**config.mk**
```make
export PLATFORM = sky130hd
export DESIGN_NAME = vend_coin_sched
export DESIGN_NICKNAME = d
export VERILOG_FILES = /design/src/rtl/vend_coin_sched.sv
export SDC_FILE = /design/constraint.sdc
export NUM_CORES = 1
export LEC_CHECK = 0
export CORE_UTILIZATION = 40
export DETAILED_ROUTE_END_ITERATION = 8
export PLACE_DENSITY = 0.68
export SKIP_LAST_GASP = 1
export SLEW_MARGIN = 5
export SYNTH_ARGS = -nofsm -noshare
export SYNTH_HDL_FRONTEND = slang
export SYNTH_SLANG_ARGS = --single-unit
```
**constraint.sdc**
```tcl
create_clock -name clk -period 5.03 [get_ports clk]
set_input_delay 0.7545 -clock clk [delete_from_list [all_inputs] [get_ports clk]]
set_output_delay 0.7545 -clock clk [all_outputs]
set_load 0.02 [all_outputs]
```
**src/rtl/vend_coin_sched.sv**
```systemverilog
// Coin front-end for the cola vending core: queues coin pulses, issues them one at a time,
// then sequences dispense motor and change hopper. Optional vend counter: STAT_VEND_CNT_EN.
module vend_coin_sched #(
  parameter int FIFO_DEPTH = 4,
  parameter int CNT_W      = 16
) (
  input  logic                          clk,
  input  logic                          rst_n,
  input  logic                          coin_half_in,
  input  logic                          coin_one_in,
  output logic                          coin_rej_half,
  output logic                          coin_rej_one,
  output logic                          core_half,
  output logic                          core_one,
  input  logic                          core_cola,
  input  logic                          core_money,
  output logic                          disp_req,
  input  logic                          disp_ack,
  output logic                          change_req,
  input  logic                          change_ack,
  output logic                          busy,
  output logic [$clog2(FIFO_DEPTH):0]   fifo_cnt,
  output logic [CNT_W-1:0]              vend_cnt
);

  localparam int AW = $clog2(FIFO_DEPTH);
  localparam int CW = AW + 1;

  typedef enum logic [2:0] {IDLE, ISSUE, SAMPLE, DISPENSE, CHANGE} state_t;

  state_t          state, state_nxt;
  logic            pend_change;
  logic            mem [FIFO_DEPTH];
  logic [AW-1:0]   rd_ptr, wr_ptr;
  logic            head, pop;
  logic [CW-1:0]   space;
  logic            acc_half, acc_one;
  logic            core_half_d, core_one_d, disp_req_d, change_req_d, busy_d;

  // Queue: entry 0 = half, 1 = one. Space counts the slot freed by a same-cycle pop.
  assign head     = mem[rd_ptr];
  assign pop      = (state == IDLE) && (fifo_cnt != '0);
  assign space    = CW'(FIFO_DEPTH) - fifo_cnt + CW'(pop);
  assign acc_half = coin_half_in && (space != '0);
  assign acc_one  = coin_one_in && (space > CW'(acc_half));

  // NOTE: storage is not reset; clearing the pointers and count already empties the queue.
  always_ff @(posedge clk) begin
    if (acc_half) mem[wr_ptr] <= 1'b0;
    if (acc_one)  mem[wr_ptr + AW'(acc_half)] <= 1'b1;
  end

  // NOTE: sequential state uses non-blocking assignments so every flop samples pre-edge values.
  always_ff @(posedge clk or negedge rst_n) begin
    if (!rst_n) begin
      rd_ptr        <= '0;
      wr_ptr        <= '0;
      fifo_cnt      <= '0;
      coin_rej_half <= 1'b0;
      coin_rej_one  <= 1'b0;
    end else begin
      rd_ptr        <= rd_ptr + AW'(pop);
      wr_ptr        <= wr_ptr + AW'(acc_half) + AW'(acc_one);
      fifo_cnt      <= fifo_cnt + CW'(acc_half) + CW'(acc_one) - CW'(pop);
      coin_rej_half <= coin_half_in && !acc_half;
      coin_rej_one  <= coin_one_in && !acc_one;
    end
  end

  // State register plus registered outputs taken from the next state.
  always_ff @(posedge clk or negedge rst_n) begin
    if (!rst_n) begin
      state       <= IDLE;
      pend_change <= 1'b0;
      core_half   <= 1'b0;
      core_one    <= 1'b0;
      disp_req    <= 1'b0;
      change_req  <= 1'b0;
      busy        <= 1'b0;
    end else begin
      state       <= state_nxt;
      core_half   <= core_half_d;
      core_one    <= core_one_d;
      disp_req    <= disp_req_d;
      change_req  <= change_req_d;
      busy        <= busy_d;
      if (state == SAMPLE && core_cola)
        pend_change <= core_money;
      else if (state == CHANGE && change_ack)
        pend_change <= 1'b0;
    end
  end

  // NOTE: every combinational output gets a default first so no latch is inferred.
  always_comb begin
    state_nxt = state;
    case (state)
      IDLE:     if (pop) state_nxt = ISSUE;
      ISSUE:    state_nxt = SAMPLE;
      SAMPLE:   state_nxt = core_cola ? DISPENSE : IDLE;
      DISPENSE: if (disp_ack) state_nxt = pend_change ? CHANGE : IDLE;
      CHANGE:   if (change_ack) state_nxt = IDLE;
      default:  state_nxt = IDLE;
    endcase
  end

  always_comb begin
    core_half_d  = pop && !head;
    core_one_d   = pop && head;
    disp_req_d   = (state_nxt == DISPENSE);
    change_req_d = (state_nxt == CHANGE);
    busy_d       = (state_nxt != IDLE);
  end

`ifdef STAT_VEND_CNT_EN
  // Saturating count of completed dispenses.
  always_ff @(posedge clk or negedge rst_n) begin
    if (!rst_n)
      vend_cnt <= '0;
    else if (state == DISPENSE && disp_ack && vend_cnt != '1)
      vend_cnt <= vend_cnt + 1'b1;
  end
`else
  assign vend_cnt = '0;
`endif

endmodule

```
# Word-level counts from Yosys, hierarchy flattened
# Memory sizes are Yosys's and may differ from the RTL's.
# Index checks and enable logic that the tools add are counted.
[op_classes]
add_sub_neg = 8
n_reduce_logical = 17
n_lt_le_gt_ge = 1
n_eq_ne = 6
n_mux = 12
[ops]
columns = ["cell", "n"]
rows = [
  ["3-bit case mux with 5 select lines", 1],
  ["3-bit 2-to-1 mux", 4],
  ["3-bit by 1-bit adder with 3-bit output", 3],
  ["3-bit by 2-bit == test with 1-bit output (second input constant)", 3],
  ["1-bit logical AND", 9],
  ["3-bit nonzero test", 3],
  ["2-bit by 1-bit adder with 2-bit output", 3],
  ["3-bit == test (second input constant)", 2],
  ["1-bit 2-to-1 mux", 6],
  ["3-bit by 1-bit == test with 1-bit output (second input constant)", 1],
  ["3-bit by 1-bit greater-than comparator with 1-bit output", 1],
  ["1-bit zero test", 3],
  ["3-bit zero test", 1],
  ["3-bit by 1-bit subtractor with 3-bit output", 1],
  ["3-bit subtractor (first input constant)", 1],
  ["2-bit 2-to-1 mux", 1],
  ["2-bit nonzero test", 1],
]
[word_totals]
elab_cells = 57
register_bits = 18
memories = 1
ram_bits = 4
[memory_table]
columns = ["name", "depth", "word_bits", "read_ports", "rd_ports_with_merged_regs", "wr", "line_no", "text"]
rows = [
  ["mem", 4, 1, 1, 0, 2, "33", "logic mem [FIFO_DEPTH];"],
]

# Longest topological paths before layout
[logic_depth]
ltp_word = 9
mapped_depth = 16

# Worst setup path before layout
# No wires, ideal clock.
[synth_path]
path_type = "register -> register"
startpoint = "register fifo_cnt[2]"
endpoint = "register fifo_cnt[2]"
path_buffers = 0
stages_incl_launch_ff = 15
required_time_ns = 4.897
arrival_ns = 3.724
setup_time_ns = 0.133
path_slack_ns = 1.173
path_cell_list = "dfrtp_1 > o31ai_1 > ha_1 > inv_1 > ha_1 > nand2b_1 > o21ai_0 > inv_1 > ha_1 > nor2_1 > o31a_4 > fa_1 > fa_1 > xor2_1 > xnor2_1"
[synth_between]
elab_chain_cells = 9
word_cells_on_any_way = 11
[synth_lines]
columns = ["element", "line_no", "text"]
rows = [
  ["from (decl)", "22", "output logic [$clog2(FIFO_DEPTH):0] fifo_cnt,"],
  ["from (signal assigned)", "64", "fifo_cnt <= fifo_cnt + CW'(acc_half) + CW'(acc_one) - CW'(pop);"],
  ["parallel branches: the longest is 8 deep, another holds 3-bit subtractor", "-", ""],
  ["3-bit by 1-bit subtractor with 3-bit output *", "64", ""],
]
# Mark *: on every way between the ends.
# A chain may end at the register's enable or synchronous reset.

# Worst setup path in the final report
# Same ends and word-level chain as after synthesis.

==> impl_metrics.tcl <==
set metrics [dict create \
    outcome "complete, no violations" \
    fin_area_um2 1375 \
    synth_cell_types 29 \
    clock-sinks 22 \
    fillers 279 \
    viasPerCell 4.801 \
    synth.area.top_cells "dfrtp_1 (38%), buf_4 (10%), ha_1 (7.4%)" \
    dp_cells 152 \
    syn_area_per_cell_um2 11.15 \
    p_comb_share_pct 53.9 \
    cp.required_ns 5.23 \
    leakage_nw 0.6627 \
    die-area_um2 3178 \
    cts-root-buf "clkbuf_4" \
    portBuffers 17 \
    critPathLaunch "fifo_cnt[2]" \
    track_usage_pct 12.84 \
    antenna_found_initial 0 \
    drv_slew 0 \
    cts_max_level 1 \
    dieHeight_um 56.37 \
    async_flop_share_pct 81.82 \
    maxCapViolations 0 \
    rsz0062_at_grt "no" \
    worst_slack_ns 0.8637 \
    pwr-share-seq_pct 32.8 \
    cts.clk_slew.worst_paths_ns 0.13 \
    arrival_ns 4.37 \
    grt_overflow 0 \
    critPathSlowestCell "o31ai_1" \
    p_sw_uw 419.8 \
    cts_tree "built" \
    ir_worst_vdd_mv 0.4428 \
    worstReg2RegStart "fifo_cnt[2]" \
    p_sw_share_pct 41.35 \
    finalHoldViolCount 0 \
    synth_top_area_share_pct 38.10 \
    clockBufferDepth 2 \
    max_freq_mhz 240.0 \
    postCtsSetupRepairBufs 0 \
    p_int_uw 595.4 \
    wl_per_cell_um 12.06 \
    yosysWarnings 0 \
    crit_chain "o31ai_1 > ha_1 > inv_1 > ha_1 > nand2b_1 > o21ai_0 > inv_1 > ha_1 > nor2_1 > o31a_4 > fa_1 > fa_1 > xor2_1 > xnor2_1" \
    crit_fanout 6 \
    rows 19 \
    skew_ns 0.007441 \
    synth_common_cells "dfrtp_1 (18), buf_4 (16), inv_1 (13)" \
    crit_type "flop to flop" \
    dpl.hpwl_um 1506 \
    fin_crit_sh_pct 82.83 \
    drtPass1Iterations 3 \
    ys_ff_latch 22 \
    wl_um 1881 \
    io-pin-count 34 \
    layout-drive-gt1-share_pct 7.200 \
    grt_pass1_vias 728 \
    dp_slack_ns 0.7905 \
    end_kind "flop" \
    setup_violations 0 \
    start_kind "flop" \
    relSlewSlack_pct 47.36 \
    netlist_area_um2 1182 \
    cts_resized 0 \
    synth_edf_count 0 \
    initial_utilization_pct 42.51 \
    clkPwrFrac_pct 13.3 \
    crit_top_cell "ha_1" \
    postSynthCellCount 106 \
    postPlaceCellArea_um2 1323 \
    cts_buffers 3 \
    nNetsFinal 143 \
    synth_most_common_cell "dfrtp_1" \
    globalplace.congestion 0.8085 \
    antenna_cells 0 \
    area_delta_synth_final_pct 16.30 \
    drc_errors 0 \
    period_needed_ns 4.166 \
    yosysTopAreaCell "dfrtp_1" \
    dr.first_iter.drc_count 14 \
    tightestPinTransition_ns 0.7872 \
    die_w_um 56.37 \
    grt_start_max_net_pins 19 \
    antenna_left 0 \
    min_from "mem[2]" \
    grt_pass1_wl_um 3118 \
    insertion_delay_ns 0.31 \
    cellPowerDensity_nw_per_um2 738.3 \
    ys.flop_type "dfrtp_1" \
    max_stage_delay_ns 0.63 \
    hold_class "flop to flop" \
    yosysSeqAreaShare_pct 44.87 \
    finalSetupTns_ns 0 \
    fin_cells 156 \
    hold_buffers 0 \
    num_vias 749 \
    core_area_um2 2781 \
]
## power by group through the flow
| stage | Clock (mW) | Combinational, mW | Sequential (mW) |
|---|---|---|---|
| finish | 0.135 | 0.547 | 0.333 |
| detailed placement | 0 | 0.557 | 0.339 |
| floorplan | 0 | 0.390 | 0.353 |
| CTS | 0.138 | 0.560 | 0.335 |
| global placement | 0 | 0.537 | 0.337 |
| global route | 0.145 | 0.629 | 0.347 |
## stage by stage
step | utilization, % | hold slack (ns) | power, mW
after floorplan | - | 0.4366 | 0.7425
after global placement | 47.55 | 0.4674 | 0.8743
after detailed placement | 47.55 | 0.4714 | 0.8962
after CTS | 49.44 | 0.5035 | 1.033
after global routing | 49.44 | 0.5124 | 1.121
final | 49.44 | 0.5016 | 1.015
## state kept, by name, summed over array words and instances, names as in the netlist
| signal | cells |
|---|---|
| busy | 1 |
| change_req | 1 |
| coin_rej_half | 1 |
| coin_rej_one | 1 |
| core_half | 1 |
| core_one | 1 |
| disp_req | 1 |
| fifo_cnt | 3 |
| mem | 4 |
| pend_change | 1 |
| rd_ptr | 2 |
| state | 3 |
| wr_ptr | 2 |
## worst paths after layout
| path | endpoint | slack [ns] | depth (start not counted) |
|---|---|---|---|
| setup / recovery | fifo_cnt[2] | 0.86 | 14 |
| setup reg to reg | fifo_cnt[2] | 0.86 | 14 |
| max in group asynchronous | state[2] | 3.65 | 1 |
| hold reg to reg | mem[2] | 0.50 | 1 |
| hold / removal | mem[2] | 0.50 | 1 |
| min in group asynchronous | fifo_cnt[2] | 0.89 | 1 |
## critical path: cells and delay by family, from the launching register on
family | cells | cell delay [ns]
simple gates | 2 | 0.28
xor+xnor | 2 | 0.29
flops | 1 | 0.46
buf+inv | 2 | 0.15
compound gates | 3 | 1.23
fa+ha+maj | 5 | 1.64
## routing by layer
metal	share of wire (%)	global-route usage (%)	vias up
li1	-	-	367
met1	43	15.09	362
met2	52	22.96	16
met3	4.1	2.304	4
met4	1.2	5.226	0
met5	0	0	-
## logic make-up (layout without fill, tap and decap cells)
group / after synthesis / count (layout) / share of synthesized area (%)
multiplexers: 1 / 1 / 1.905
AND/OR/NAND/NOR: 20 / 20 / 9.735
adder cells (fa/ha/maj): 9 / 9 / 10.79
flip-flops: 22 / 22 / 44.87
buffers and inverters: 30 / 34 / 14.71
AO/OA/AOI/OAI: 17 / 17 / 12.59
XOR/XNOR: 6 / 6 / 5.080
other: 1 / 16 / 0.3172
## area by class of cell
type	count	area, µm²	share of cell area, %
multi-input cells	69	534.3	38.85
flip-flops and latches	22	530.5	38.58
repair buffers	17	170.2	12.37
inverters	13	48.80	3.549
well taps	31	38.79	2.821
clock inverters	1	30.03	2.184
clock buffers	3	22.52	1.638
## layout by cell type, fill, tap and decap left out, drive strengths merged, types with 2 or more instances in the layout
cell	Yosys	layout
conb	1	16
dfrtp	18	18
nand2b	2	2
nor2	5	5
nor2b	4	4
a41o	2	2
xnor2	3	3
a21oi	2	2
dfxtp	4	4
o2111ai	4	4
clkdlybuf4s50	0	17
nor4b	2	2
nand3b	2	2
o21ai	2	2
a32o	2	2
nand2	2	2
nor3	2	2
xor2	3	3
fa	2	2
a22o	2	2
inv	13	13
clkbuf	0	3
ha	7	7
Power figures use the tool's default switching activity.
